===== src/rtl/pcie_cc_mem_rd_ctrl_if.sv =====
// Request handshake and output-FIFO write bus of the completer memory-read
// controller.
//   master : requester / FIFO side (drives REQ, ADDR, LEN, FULL)
//   slave  : controller side (drives ACK, WR_DATA, WR_EN)
interface pcie_cc_mem_rd_ctrl_if #(
  parameter int BRAM_ADDR_WIDTH = 16,
  parameter int LEN_WIDTH       = 11,
  parameter int FIFO_DATA_WIDTH = 128
);
  logic                       CC_MEM_RD_REQ;
  logic                       CC_MEM_RD_ACK;
  logic [BRAM_ADDR_WIDTH-1:0] CC_MEM_RD_ADDR;
  logic [LEN_WIDTH-1:0]       CC_MEM_RD_LEN;
  logic [FIFO_DATA_WIDTH-1:0] CC_RD_MEM_FIFO_WR_DATA;
  logic                       CC_RD_MEM_FIFO_WR_EN;
  logic                       CC_RD_MEM_FIFO_WR_FULL;

  modport master (
    output CC_MEM_RD_REQ, CC_MEM_RD_ADDR, CC_MEM_RD_LEN, CC_RD_MEM_FIFO_WR_FULL,
    input  CC_MEM_RD_ACK, CC_RD_MEM_FIFO_WR_DATA, CC_RD_MEM_FIFO_WR_EN
  );

  modport slave (
    input  CC_MEM_RD_REQ, CC_MEM_RD_ADDR, CC_MEM_RD_LEN, CC_RD_MEM_FIFO_WR_FULL,
    output CC_MEM_RD_ACK, CC_RD_MEM_FIFO_WR_DATA, CC_RD_MEM_FIFO_WR_EN
  );
endinterface


===== src/rtl/pcie_cc_mem_rd_ctrl.sv =====
// Completer memory-read controller: on a 4-phase REQ/ACK request it reads
// CC_MEM_RD_LEN words from BRAM port A starting at CC_MEM_RD_ADDR (word
// aligned, wrapping at the top of the address space) and streams them into
// an output FIFO, flagging the final word in the FIFO word MSB.
// Ports:
//   CLK, RST_N   : clock, asynchronous active-low reset
//   cc (slave)   : request handshake + FIFO write bus
//   RAM_*        : BRAM port A, read-only master, 1-cycle read latency
module pcie_cc_mem_rd_ctrl #(
  parameter int BRAM_DATA_WIDTH = 64,
  parameter int BRAM_ADDR_WIDTH = 16,
  parameter int BRAM_KEEP_WIDTH = 8,
  parameter int LEN_WIDTH       = 11,
  parameter int FIFO_DATA_WIDTH = 128
) (
  input  logic                       CLK,
  input  logic                       RST_N,
  pcie_cc_mem_rd_ctrl_if.slave       cc,
  input  logic [BRAM_DATA_WIDTH-1:0] RAM_DOUT,
  output logic                       RAM_CLK,
  output logic                       RAM_RST,
  output logic                       RAM_EN,
  output logic [BRAM_ADDR_WIDTH-1:0] RAM_ADDR,
  output logic [BRAM_DATA_WIDTH-1:0] RAM_DIN,
  output logic [BRAM_KEEP_WIDTH-1:0] RAM_WE
);

  localparam int unsigned ADDR_SHIFT = (BRAM_DATA_WIDTH == 64) ? 3 : 2;
  localparam logic [BRAM_ADDR_WIDTH-1:0] ADDR_STEP = BRAM_ADDR_WIDTH'(BRAM_DATA_WIDTH / 8);
  localparam logic [BRAM_ADDR_WIDTH-1:0] ADDR_MASK =
    ~((BRAM_ADDR_WIDTH'(1) << ADDR_SHIFT) - BRAM_ADDR_WIDTH'(1));

  typedef enum logic [3:0] {
    IDLE  = 4'b0001,
    READ  = 4'b0010,
    DRAIN = 4'b0100,
    DONE  = 4'b1000
  } state_t;

  state_t                     state, state_nxt;
  logic [BRAM_ADDR_WIDTH-1:0] addr_cnt;
  logic [LEN_WIDTH-1:0]       rem_cnt;
  logic                       in_flight;
  logic                       in_flight_last;
  logic [BRAM_DATA_WIDTH-1:0] buf_data [2];
  logic                       buf_last [2];
  logic [1:0]                 buf_cnt;
  logic                       rd_ptr, wr_ptr;
  logic                       issue, pop, load;
  logic [2:0]                 occ_after;
  logic [FIFO_DATA_WIDTH-1:0] fifo_word;

  // Occupancy (buffered + in flight) after this cycle's pop; a new read may
  // only issue while this stays below the 2-entry skid buffer depth.
  assign pop       = (buf_cnt != 2'd0) && !cc.CC_RD_MEM_FIFO_WR_FULL;
  assign occ_after = {1'b0, buf_cnt} + {2'b00, in_flight} - {2'b00, pop};

  always_ff @(posedge CLK or negedge RST_N) begin
    if (!RST_N) state <= IDLE;
    else        state <= state_nxt;
  end

  always_comb begin
    state_nxt = state;
    issue     = 1'b0;
    load      = 1'b0;
    case (state)
      IDLE: begin
        if (cc.CC_MEM_RD_REQ) begin
          load      = 1'b1;
          state_nxt = (cc.CC_MEM_RD_LEN != '0) ? READ : DONE;
        end
      end
      READ: begin
        if ((rem_cnt != '0) && (occ_after < 3'd2)) begin
          issue = 1'b1;
          if (rem_cnt == LEN_WIDTH'(1)) state_nxt = DRAIN;
        end
      end
      DRAIN: begin
        if (occ_after == 3'd0) state_nxt = DONE;
      end
      DONE: begin
        if (!cc.CC_MEM_RD_REQ) state_nxt = IDLE;
      end
      default: state_nxt = IDLE;
    endcase
  end

  always_ff @(posedge CLK or negedge RST_N) begin
    if (!RST_N) begin
      addr_cnt       <= '0;
      rem_cnt        <= '0;
      in_flight      <= 1'b0;
      in_flight_last <= 1'b0;
      buf_cnt        <= '0;
      rd_ptr         <= 1'b0;
      wr_ptr         <= 1'b0;
      for (int unsigned i = 0; i < 2; i++) begin
        buf_data[i] <= '0;
        buf_last[i] <= 1'b0;
      end
    end else begin
      if (load) begin
        addr_cnt <= cc.CC_MEM_RD_ADDR & ADDR_MASK;
        rem_cnt  <= cc.CC_MEM_RD_LEN;
      end else if (issue) begin
        addr_cnt <= addr_cnt + ADDR_STEP;
        rem_cnt  <= rem_cnt - LEN_WIDTH'(1);
      end
      // The last-word tag travels alongside the read through the BRAM latency.
      in_flight      <= issue;
      in_flight_last <= issue && (rem_cnt == LEN_WIDTH'(1));
      if (in_flight) begin
        buf_data[wr_ptr] <= RAM_DOUT;
        buf_last[wr_ptr] <= in_flight_last;
        wr_ptr           <= ~wr_ptr;
      end
      if (pop) rd_ptr <= ~rd_ptr;
      buf_cnt <= occ_after[1:0];
    end
  end

  always_comb begin
    fifo_word = '0;
    if (buf_cnt != 2'd0) begin
      fifo_word[BRAM_DATA_WIDTH-1:0] = buf_data[rd_ptr];
      fifo_word[FIFO_DATA_WIDTH-1]   = buf_last[rd_ptr];
    end
  end

  assign cc.CC_RD_MEM_FIFO_WR_DATA = fifo_word;
  assign cc.CC_RD_MEM_FIFO_WR_EN   = pop;
  assign cc.CC_MEM_RD_ACK          = (state == DONE);

  assign RAM_CLK  = CLK;
  assign RAM_RST  = ~RST_N;
  assign RAM_EN   = issue;
  assign RAM_ADDR = addr_cnt;
  assign RAM_DIN  = '0;
  assign RAM_WE   = '0;

endmodule


===== src/flat_wrapper.sv =====
// flat-port wrapper written by rule: the top's interface ports become plain ports
module pcie_cc_mem_rd_ctrl_flat 
#(
  parameter int BRAM_DATA_WIDTH = 64,
  parameter int BRAM_ADDR_WIDTH = 16,
  parameter int BRAM_KEEP_WIDTH = 8,
  parameter int LEN_WIDTH       = 11,
  parameter int FIFO_DATA_WIDTH = 128
)
  (CLK, RST_N, RAM_DOUT, RAM_CLK, RAM_RST, RAM_EN, RAM_ADDR, RAM_DIN, RAM_WE, cc_CC_MEM_RD_REQ, cc_CC_MEM_RD_ADDR, cc_CC_MEM_RD_LEN, cc_CC_RD_MEM_FIFO_WR_FULL, cc_CC_MEM_RD_ACK, cc_CC_RD_MEM_FIFO_WR_DATA, cc_CC_RD_MEM_FIFO_WR_EN);
  pcie_cc_mem_rd_ctrl_if #(.BRAM_ADDR_WIDTH(BRAM_ADDR_WIDTH), .LEN_WIDTH(LEN_WIDTH), .FIFO_DATA_WIDTH(FIFO_DATA_WIDTH)) cc_i ();
  input  logic CLK;
  input  logic RST_N;
  input  logic [BRAM_DATA_WIDTH-1:0] RAM_DOUT;
  output logic RAM_CLK;
  output logic RAM_RST;
  output logic RAM_EN;
  output logic [BRAM_ADDR_WIDTH-1:0] RAM_ADDR;
  output logic [BRAM_DATA_WIDTH-1:0] RAM_DIN;
  output logic [BRAM_KEEP_WIDTH-1:0] RAM_WE;
  input wire logic [$bits(cc_i.CC_MEM_RD_REQ)-1:0] cc_CC_MEM_RD_REQ;
  input wire logic [$bits(cc_i.CC_MEM_RD_ADDR)-1:0] cc_CC_MEM_RD_ADDR;
  input wire logic [$bits(cc_i.CC_MEM_RD_LEN)-1:0] cc_CC_MEM_RD_LEN;
  input wire logic [$bits(cc_i.CC_RD_MEM_FIFO_WR_FULL)-1:0] cc_CC_RD_MEM_FIFO_WR_FULL;
  output wire logic [$bits(cc_i.CC_MEM_RD_ACK)-1:0] cc_CC_MEM_RD_ACK;
  output wire logic [$bits(cc_i.CC_RD_MEM_FIFO_WR_DATA)-1:0] cc_CC_RD_MEM_FIFO_WR_DATA;
  output wire logic [$bits(cc_i.CC_RD_MEM_FIFO_WR_EN)-1:0] cc_CC_RD_MEM_FIFO_WR_EN;
  assign cc_i.CC_MEM_RD_REQ = cc_CC_MEM_RD_REQ;
  assign cc_i.CC_MEM_RD_ADDR = cc_CC_MEM_RD_ADDR;
  assign cc_i.CC_MEM_RD_LEN = cc_CC_MEM_RD_LEN;
  assign cc_i.CC_RD_MEM_FIFO_WR_FULL = cc_CC_RD_MEM_FIFO_WR_FULL;
  assign cc_CC_MEM_RD_ACK = cc_i.CC_MEM_RD_ACK;
  assign cc_CC_RD_MEM_FIFO_WR_DATA = cc_i.CC_RD_MEM_FIFO_WR_DATA;
  assign cc_CC_RD_MEM_FIFO_WR_EN = cc_i.CC_RD_MEM_FIFO_WR_EN;
  pcie_cc_mem_rd_ctrl #(.BRAM_DATA_WIDTH(BRAM_DATA_WIDTH), .BRAM_ADDR_WIDTH(BRAM_ADDR_WIDTH), .BRAM_KEEP_WIDTH(BRAM_KEEP_WIDTH), .LEN_WIDTH(LEN_WIDTH), .FIFO_DATA_WIDTH(FIFO_DATA_WIDTH)) u_core (.CLK(CLK), .RST_N(RST_N), .cc(cc_i), .RAM_DOUT(RAM_DOUT), .RAM_CLK(RAM_CLK), .RAM_RST(RAM_RST), .RAM_EN(RAM_EN), .RAM_ADDR(RAM_ADDR), .RAM_DIN(RAM_DIN), .RAM_WE(RAM_WE));
endmodule

===== config.mk =====
export PLATFORM = sky130hd
export DESIGN_NAME = pcie_cc_mem_rd_ctrl_flat
export DESIGN_NICKNAME = d
export VERILOG_FILES = /design/src/rtl/pcie_cc_mem_rd_ctrl_if.sv /design/src/rtl/pcie_cc_mem_rd_ctrl.sv /design/src/flat_wrapper.sv
export SDC_FILE = /design/constraint.sdc
export NUM_CORES = 1
export LEC_CHECK = 0
export ABC_AREA = 1
export CAP_MARGIN = 10
export CORE_MARGIN = 2
export CORE_UTILIZATION = 50
export CTS_CLUSTER_DIAMETER = 60
export CTS_CLUSTER_SIZE = 24
export DETAILED_ROUTE_END_ITERATION = 8
export PLACE_DENSITY = 0.86
export SYNTH_ARGS = -nofsm -noshare
export SYNTH_HDL_FRONTEND = slang
export SYNTH_SLANG_ARGS = --single-unit

===== constraint.sdc =====
create_clock -name CLK -period 6 [get_ports CLK]
set_input_delay 0.9 -clock CLK [delete_from_list [all_inputs] [get_ports CLK]]
set_output_delay 0.9 -clock CLK [all_outputs]
set_load 0.05 [all_outputs]

**Word level (Yosys, flattened, before mapping)**

Cells that the tools add are included.

- Add/subtract/negate cells: 4
- Magnitude comparators: 4
- Equal/unequal tests: 10
- Multiplexer cells: 29
- Bitwise gates (word level): 5
- Reductions and logical operators: 11

Operators by type and width:

| cell | number |
|---|---|
| two-way mux 64 bit | 5 |
| bitwise mux 128 bit | 1 |
| demux 64 bit (select 1 bit) | 1 |
| two-way mux 16 bit | 2 |
| two-way mux 4 bit | 6 |
| two-way mux 11 bit | 2 |
| nonzero test 11 bit | 2 |
| adder 16 x 4 -> 16 bit (second input constant) | 1 |
| one-hot mux 4 bit (4 select lines) | 1 |
| == test 11 x 1 -> 1 bit (second input constant) | 1 |
| subtractor 11 x 1 -> 11 bit (second input constant) | 1 |
| two-way mux 1 bit | 9 |
| != test 2 x 1 -> 1 bit (second input constant) | 3 |
| AND reduction 5 bit | 1 |
| == test 4 x 1 -> 1 bit (second input constant) | 1 |
| == test 4 x 2 -> 1 bit (second input constant) | 1 |
| == test 4 x 3 -> 1 bit (second input constant) | 1 |
| == test 4 bit (second input constant) | 1 |
| greater-or-equal comparator 2 bit (second input constant) | 2 |
| logical AND 1 bit | 4 |
| != test 2 bit (second input constant) | 2 |
| NOT 1 -> 2 bit | 2 |
| nonzero test 2 bit | 2 |
| adder 2 x 1 -> 3 bit | 1 |
| other kinds (8) | 10 |

- Flip-flop bits (word level): 167
- Input port bits: 95
- Output and inout bits: 221
- Word-level logic and storage cells: 75

**Logic depth before layout (Yosys ltp)**

Gate-level depths: netlist (run 1).

- Depth after elaboration: 9
- Gate-level depth with buffers: 15
- Depth with buffers taken out: 15

==> results of run 1 <==
-- path summary, 6_finish.rpt --
check / depth (start not counted) / slack, ns / endpoint / from
max in group asynchronous: 2 / 4.17 / u_core.buf_data[52]$_DFFE_PN0P_ / RST_N
hold reg to reg: 2 / 0.48 / u_core.buf_data[91]$_DFFE_PN0P_ / u_core.buf_data[91]$_DFFE_PN0P_
hold / removal: 1 / 0.43 / u_core.RAM_ADDR[3]$_DFFE_PN0P_ / RST_N
min in group CLK: 2 / 0.48 / u_core.buf_data[91]$_DFFE_PN0P_ / u_core.buf_data[91]$_DFFE_PN0P_
setup reg to reg: 12 / 3.20 / u_core.rem_cnt[5]$_DFFE_PN0P_ / u_core.buf_cnt[1]$_DFF_PN0_
setup / recovery: 3 / 1.17 / RAM_CLK / CLK
-- cells in the mapped netlist (2+ instances only) --
master and n:
a21oi_1 65, buf_1 18, buf_2 5, buf_4 142, buf_6 13, clkbuf_1 18
dfrtp_1 163, ha_1 6, inv_1 95, inv_2 8, nand2_1 392, nand2_2 3
nand3_1 33, nand3_2 5, nand4_1 6, nor2_1 34, nor2_2 4, nor2_4 2
nor3_1 3, o21ai_0 118, o21ai_1 27, o21ai_2 10, or2_1 2, xnor2_1 2
xor2_1 6
-- cell usage in the layout, fill, tap and decap left out, types with 4 or more instances in the layout --
master and count:
a21oi_1 65, buf_4 6, xor2_1 6, o21ai_1 27, nand4_1 6, clkbuf_16 20, o21ai_2 10, nor2_2 4
nand3_2 5, nor2_1 33, inv_2 9, clkdlybuf4s50_1 173, conb_1 138, ha_1 6, inv_1 94, o21ai_0 118
dfrtp_1 162, nand2_1 391, nand3_1 33
-- final cells by class --
cell class / count / area share (%)
multi-input cells: 862 / 34.7
flip-flops and latches: 164 / 37.1
inverters: 104 / 3.55
clock buffers: 22 / 4.65
clock inverters: 14 / 1.38
repair buffers: 179 / 16.1
well taps: 229 / 2.59
-- sequential cells by signal, indices dropped and copies added, names as in the netlist --
name	flops
u_core.RAM_ADDR	13
u_core.buf_cnt	2
u_core.buf_data	128
u_core.buf_last	2
u_core.in_flight	1
u_core.in_flight_last	1
u_core.rd_ptr	1
u_core.rem_cnt	11
u_core.state	4
u_core.wr_ptr	1
-- cell families after synthesis --
kind of cell,count (synthesis)
compound gates,221
other cells,1
xor+xnor,8
simple gates,488
fa+ha+maj,7
buf+inv,300
flops,164
-- per-stage QoR --
stage	worst slack (ns)	util, %	area (sq um)
2_1_floorplan	1.73	-	9690
3_3_place_gp	1.30	58.0	10400
3_5_place_dp	1.22	58.0	10400
4_1_cts	1.16	61.6	11100
5_1_grt	1.06	61.6	11100
6_report	1.17	61.6	11100
-- metal layers --
metal,up-vias,routed length (um)
met4,0,343
met2,300,10400
met5,-,0
met3,33,1530
li1,3736,-
met1,3581,8630
-- power by group --
| part | internal [mW] | switching [mW] | leakage, nW |
|---|---|---|---|
| logic | 1.37 | 3.10 | 3.25 |
| clock network | 0.714 | 0.492 | 0.320 |
| registers | 1.66 | 0.346 | 1.97 |
| total | 3.75 | 3.94 | 5.54 |
==> flow_summary_export.csv, run 1 <==
group,metric,value,unit
yosys,synth_top_cells_by_area,"dfrtp_1, nand2_1, buf_4",
grt,grt_pass1_vias,7055,
worst_setup_path,start_kind,"clock port",
detailed_routing,viasPerCell,4.86,
power,peakVddDrop,0.487,mV
placed_design,io_buffers,174,
yosys,synth_compound_area_share,12.5,%
yosys,synth_top_family_by_area,"simple AND/OR/NAND/NOR gates",
layout,drive_above_1_share,6.17,%
floorplan,pin_count,316,
yosys,synth_top_area_share,44.4,%
sta,hold_violations,0,
sta,setup_viol,0,
grt,grt.busiest_layer,"met2",
worst_setup_path,path_class,"clk2out",
sta,fmax,0.209,GHz
layout,final_nets,1434,
worst_setup_path,cp.arrival,3.93,ns
yosys,yosys.area_share.xor_xnor,0.763,%
layout,final_cells,1574,
floorplan,rows,49,
yosys,seq_area_frac_synth,44.7,%
sta,rsz0062_at_grt,"no",
yosys,yosysTopAreaCell,"dfrtp_1",
grt,antenna_found_initial,0,
sta,slew_headroom,20.9,%
sta,fin_tns_setup,0,ns
yosys,syn_area,9180,sq um
grt,grt-ovfl-total,0,
worst_setup_path,crit_family,"buffers and inverters",
sta,slew_violations,0,
worst_setup_path,cp_cell_sequence,"clkbuf_16 -> clkbuf_16 -> clkdlybuf4s50_1",
placed_design,hpwlAfterDp,13500,um
floorplan,dieArea,19500,sq um
yosys,ys_ff_latch,164,
yosys,synthMuxAreaShare,0,%
worst_setup_path,crit_path_end_kind,"primary output",
layout,multiInputGateArea,3840,sq um
sta,min_period_over_period,80.6,%
yosys,ys_types,34,
cts,clock_latency,0.54,ns
grt,grt_util_met2,36.1,%
worst_setup_path,path_max_fanout,2,
yosys,synthAdderAreaFrac,1.04,%
yosys,ys_warn_count,0,
placed_design,dpl.cell_count,1539,
detailed_routing,ant_nets,0,
detailed_routing,vias,7650,
cts,cts_tree,"done",
run,cap_violations,0,
power,power.leakage,5.54,nW
floorplan,die_w,139,um
sta,hold_ws,0.432,ns
grt,grt_pass1_wl,34200,um
worst_setup_path,cp_common_cell,"clkbuf_16",
status,status,"completed",
sta,fin_crit,4.83,ns
worst_hold_path,holdCritPathClass,"in2async",
cts,post_cts_buffers,0,
layout,ff_latch_area,4110,sq um
detailed_routing,drtIter0Drc,555,
detailed_routing,drt_wl_total,20900,um
floorplan,die_h,139,um
grt,grt.total_usage,21.3,%
floorplan,initial_utilization,51.1,%
grt,grt_max_degree,131,
yosys,synth-simple-area-share,21.7,%
yosys,async_reset_ff_share,100,%
yosys,syn_area_per_cell,7.72,sq um
layout,area_growth,20.6,%
detailed_routing,routedWlPerCell,13.3,um
detailed_routing,drc,0,
layout,antenna_cells,0,
detailed_routing,drtPass1Iterations,5,
cts,ctsHoldBuffers,0,
power,powerDensity,695,nW/um^2
worst_setup_path,critPathRequiredTime,5.10,ns
yosys,synth_edf_count,0,
grt,gr-usage-met1,26.9,%
grt,use_met3,5.47,%
power,report.power.total,7.69,mW
worst_setup_path,cp_num_buf_inv,3,
cts,cts_resized,0,
floorplan,core-area,18000,sq um
sta,worstMarginPinSlew,1.19,ns
worst_setup_path,slowest_delay,0.69,ns
worst_setup_path,crit_slowest_cell,"clkdlybuf4s50_1",
layout,n_fill_cell,1557,
yosys,yosys_most_used_dff,"dfrtp_1",
placed_design,gp_congestion,0.876,
yosys,synth_cells,1189,
cts,path_clk_slew,0.07,ns
sta,finClkSkew,0.00715,ns
Power figures use the tool's default switching activity.
==> run 2: changes to the inputs <==
CORE_UTILIZATION = 42   (was 50)
PLACE_DENSITY = 0.77   (was 0.86)
clock period = 4 ns   (was 6 ns; I/O delays follow)
==> run 2 against run 1 <==
Effect of this change: combinational power increased by 50%; die area increased by 18%; routed wire length increased by 0.38%; global-route usage decreased by 3.6 points; largest power group unchanged; sequential share of layout area decreased by 0.53 points; critical endpoint is now cc_CC_RD_MEM_FIFO_WR_DATA[18].
==> flow_summary_export.csv, run 2 (synthesis results as in run 1) <==
group,metric,value,unit
placed_design,io_buffers,174,
sta,slew_headroom,22.4,%
status,status,"completed",
floorplan,die_w,152,um
layout,drive_above_1_share,6.79,%
sta,fin_crit,3.55,ns
sta,setup_viol,0,
worst_hold_path,holdCritPathClass,"reg2reg",
worst_setup_path,critPathRequiredTime,3.40,ns
placed_design,hpwlAfterDp,13900,um
layout,largest-register,"u_core.buf_data",
layout,final_nets,1443,
placed_design,gp_congestion,0.885,
layout,area_growth,22.4,%
grt,grt.total_usage,17.7,%
cts,clock_latency,0.53,ns
run,cap_violations,0,
detailed_routing,drtIter0Drc,489,
sta,rsz0062_at_grt,"no",
worst_setup_path,path_class,"reg2out",
floorplan,die_h,152,um
cts,cts_resized,0,
detailed_routing,routedWlPerCell,12.8,um
placed_design,dp_slack,0.450,ns
sta,worstMarginPinSlew,1.16,ns
floorplan,dieArea,23100,sq um
sta,min_period_over_period,88.7,%
detailed_routing,drtPass1Iterations,5,
worst_setup_path,start_kind,"flip-flop",
detailed_routing,vias,7554,
power,powerDensity,1030,nW/um^2
layout,antenna_cells,0,
grt,grt_pass1_vias,6982,
worst_setup_path,crit_path_end_kind,"primary output",
grt,antenna_found_initial,0,
floorplan,rows,54,
power,power.leakage,5.59,nW
sta,fin_tns_setup,0,ns
sta,hold_ws,0.483,ns
sta,hold_violations,0,
placed_design,dpl.cell_count,1598,
layout,largest_reg_flops,128,
worst_setup_path,cp.arrival,2.95,ns
grt,grt_max_degree,111,
grt,grt-ovfl-total,0,
cts,path_clk_slew,0.07,ns
floorplan,core-area,21600,sq um
cts,post_cts_buffers,0,
worst_setup_path,path_max_fanout,24,
detailed_routing,drc,0,
detailed_routing,ant_nets,0,
cts,cts_tree,"done",
placed_design,placed_area,10500,sq um
sta,fmax,0.282,GHz
layout,mostFrequentLayoutCells,"nand2_1, clkdlybuf4s50_1, dfrtp_1",
detailed_routing,drt_wl_total,20900,um
floorplan,initial_utilization,42.5,%
detailed_routing,viasPerCell,4.62,
power,peakVddDrop,0.413,mV
sta,slew_violations,0,
layout,layout_commonest_cell,"nand2_1",
grt,grt_pass1_wl,33900,um
layout,final_cells,1634,
floorplan,pin_count,316,
sta,finClkSkew,0.0123,ns
sta,fin_ws,0.451,ns
layout,finish.instance_area,11200,sq um
[run 2: cell count changes in the layout (fill, tap and decap cells not counted)]
cell and delta:
clkdlybuf4s50_1 -1, clkinv_2 -3, buf_4 +8, inv_6 +1, buf_12 +1, clkinv_8 +1, clkinvlp_4 +1, dlygate4sd3_1 +1
[run 2: worst max-delay path, cell delays in order (launching register included)]
cell	delay, ns
dfrtp_2	0.59
inv_2	0.45
buf_4	0.28
nand2_1	0.07
a21oi_1	0.17
clkdlybuf4s50_1	0.84
[run 2: area by class of cell]
cell class              instances  area [sq um]
clock buffers                  22           514
clock inverters                14           170
fillers                      2083         10400
inverters                     104           393
multi-input cells             862          3840
flip-flops and latches        164          4110
well taps                     280           350
repair buffers                188          1860
[run 2: power breakdown]
group          switching (mW)  internal (mW)  leakage [nW]  total [mW]
Clock                   0.772           1.08         0.320        1.86
Sequential              0.551           2.49          1.97        3.04
Combinational            4.60           2.11          3.30        6.71
[run 2: metal layers]
layer / track usage [%] / share of wire [%] / up-vias
li1: - / - / 3763
met1: 24.1 / 45 / 3536
met2: 28.9 / 48 / 240
met3: 4.34 / 6.0 / 15
met4: 3.83 / 0.73 / 0
met5: 0 / 0 / -
[run 2: final timing paths]
path	start	to	slack (ns)	cells past startpoint
setup / recovery	u_core.rd_ptr$_DFFE_PN0P_	cc_CC_RD_MEM_FIFO_WR_DATA[18]	0.45	5
hold / removal	u_core.buf_data[42]$_DFFE_PN0P_	u_core.buf_data[42]$_DFFE_PN0P_	0.48	2
setup reg to reg	u_core.buf_cnt[1]$_DFF_PN0_	u_core.RAM_ADDR[14]$_DFFE_PN0P_	1.23	12
hold reg to reg	u_core.buf_data[42]$_DFFE_PN0P_	u_core.buf_data[42]$_DFFE_PN0P_	0.48	2
max in group asynchronous	RST_N	u_core.rd_ptr$_DFFE_PN0P_	2.30	3
min in group asynchronous	RST_N	u_core.buf_data[14]$_DFFE_PN0P_	0.49	2
[run 2: stage by stage]
| step | power, mW | utilization [%] |
|---|---|---|
| 6_report | 11.6 | 52.0 |
| 2_1_floorplan | 7.99 | - |
| 3_3_place_gp | 9.71 | 48.8 |
| 4_1_cts | 11.7 | 52.0 |
| 5_1_grt | 12.4 | 52.0 |
| 3_5_place_dp | 9.85 | 48.8 |
[run 2: what timing repair did]
item | in CTS | in global routing
setup endpoints to repair | 0 | 0
hold buffers | 1 | 0
endpoints found under the hold margin | 20 | 0
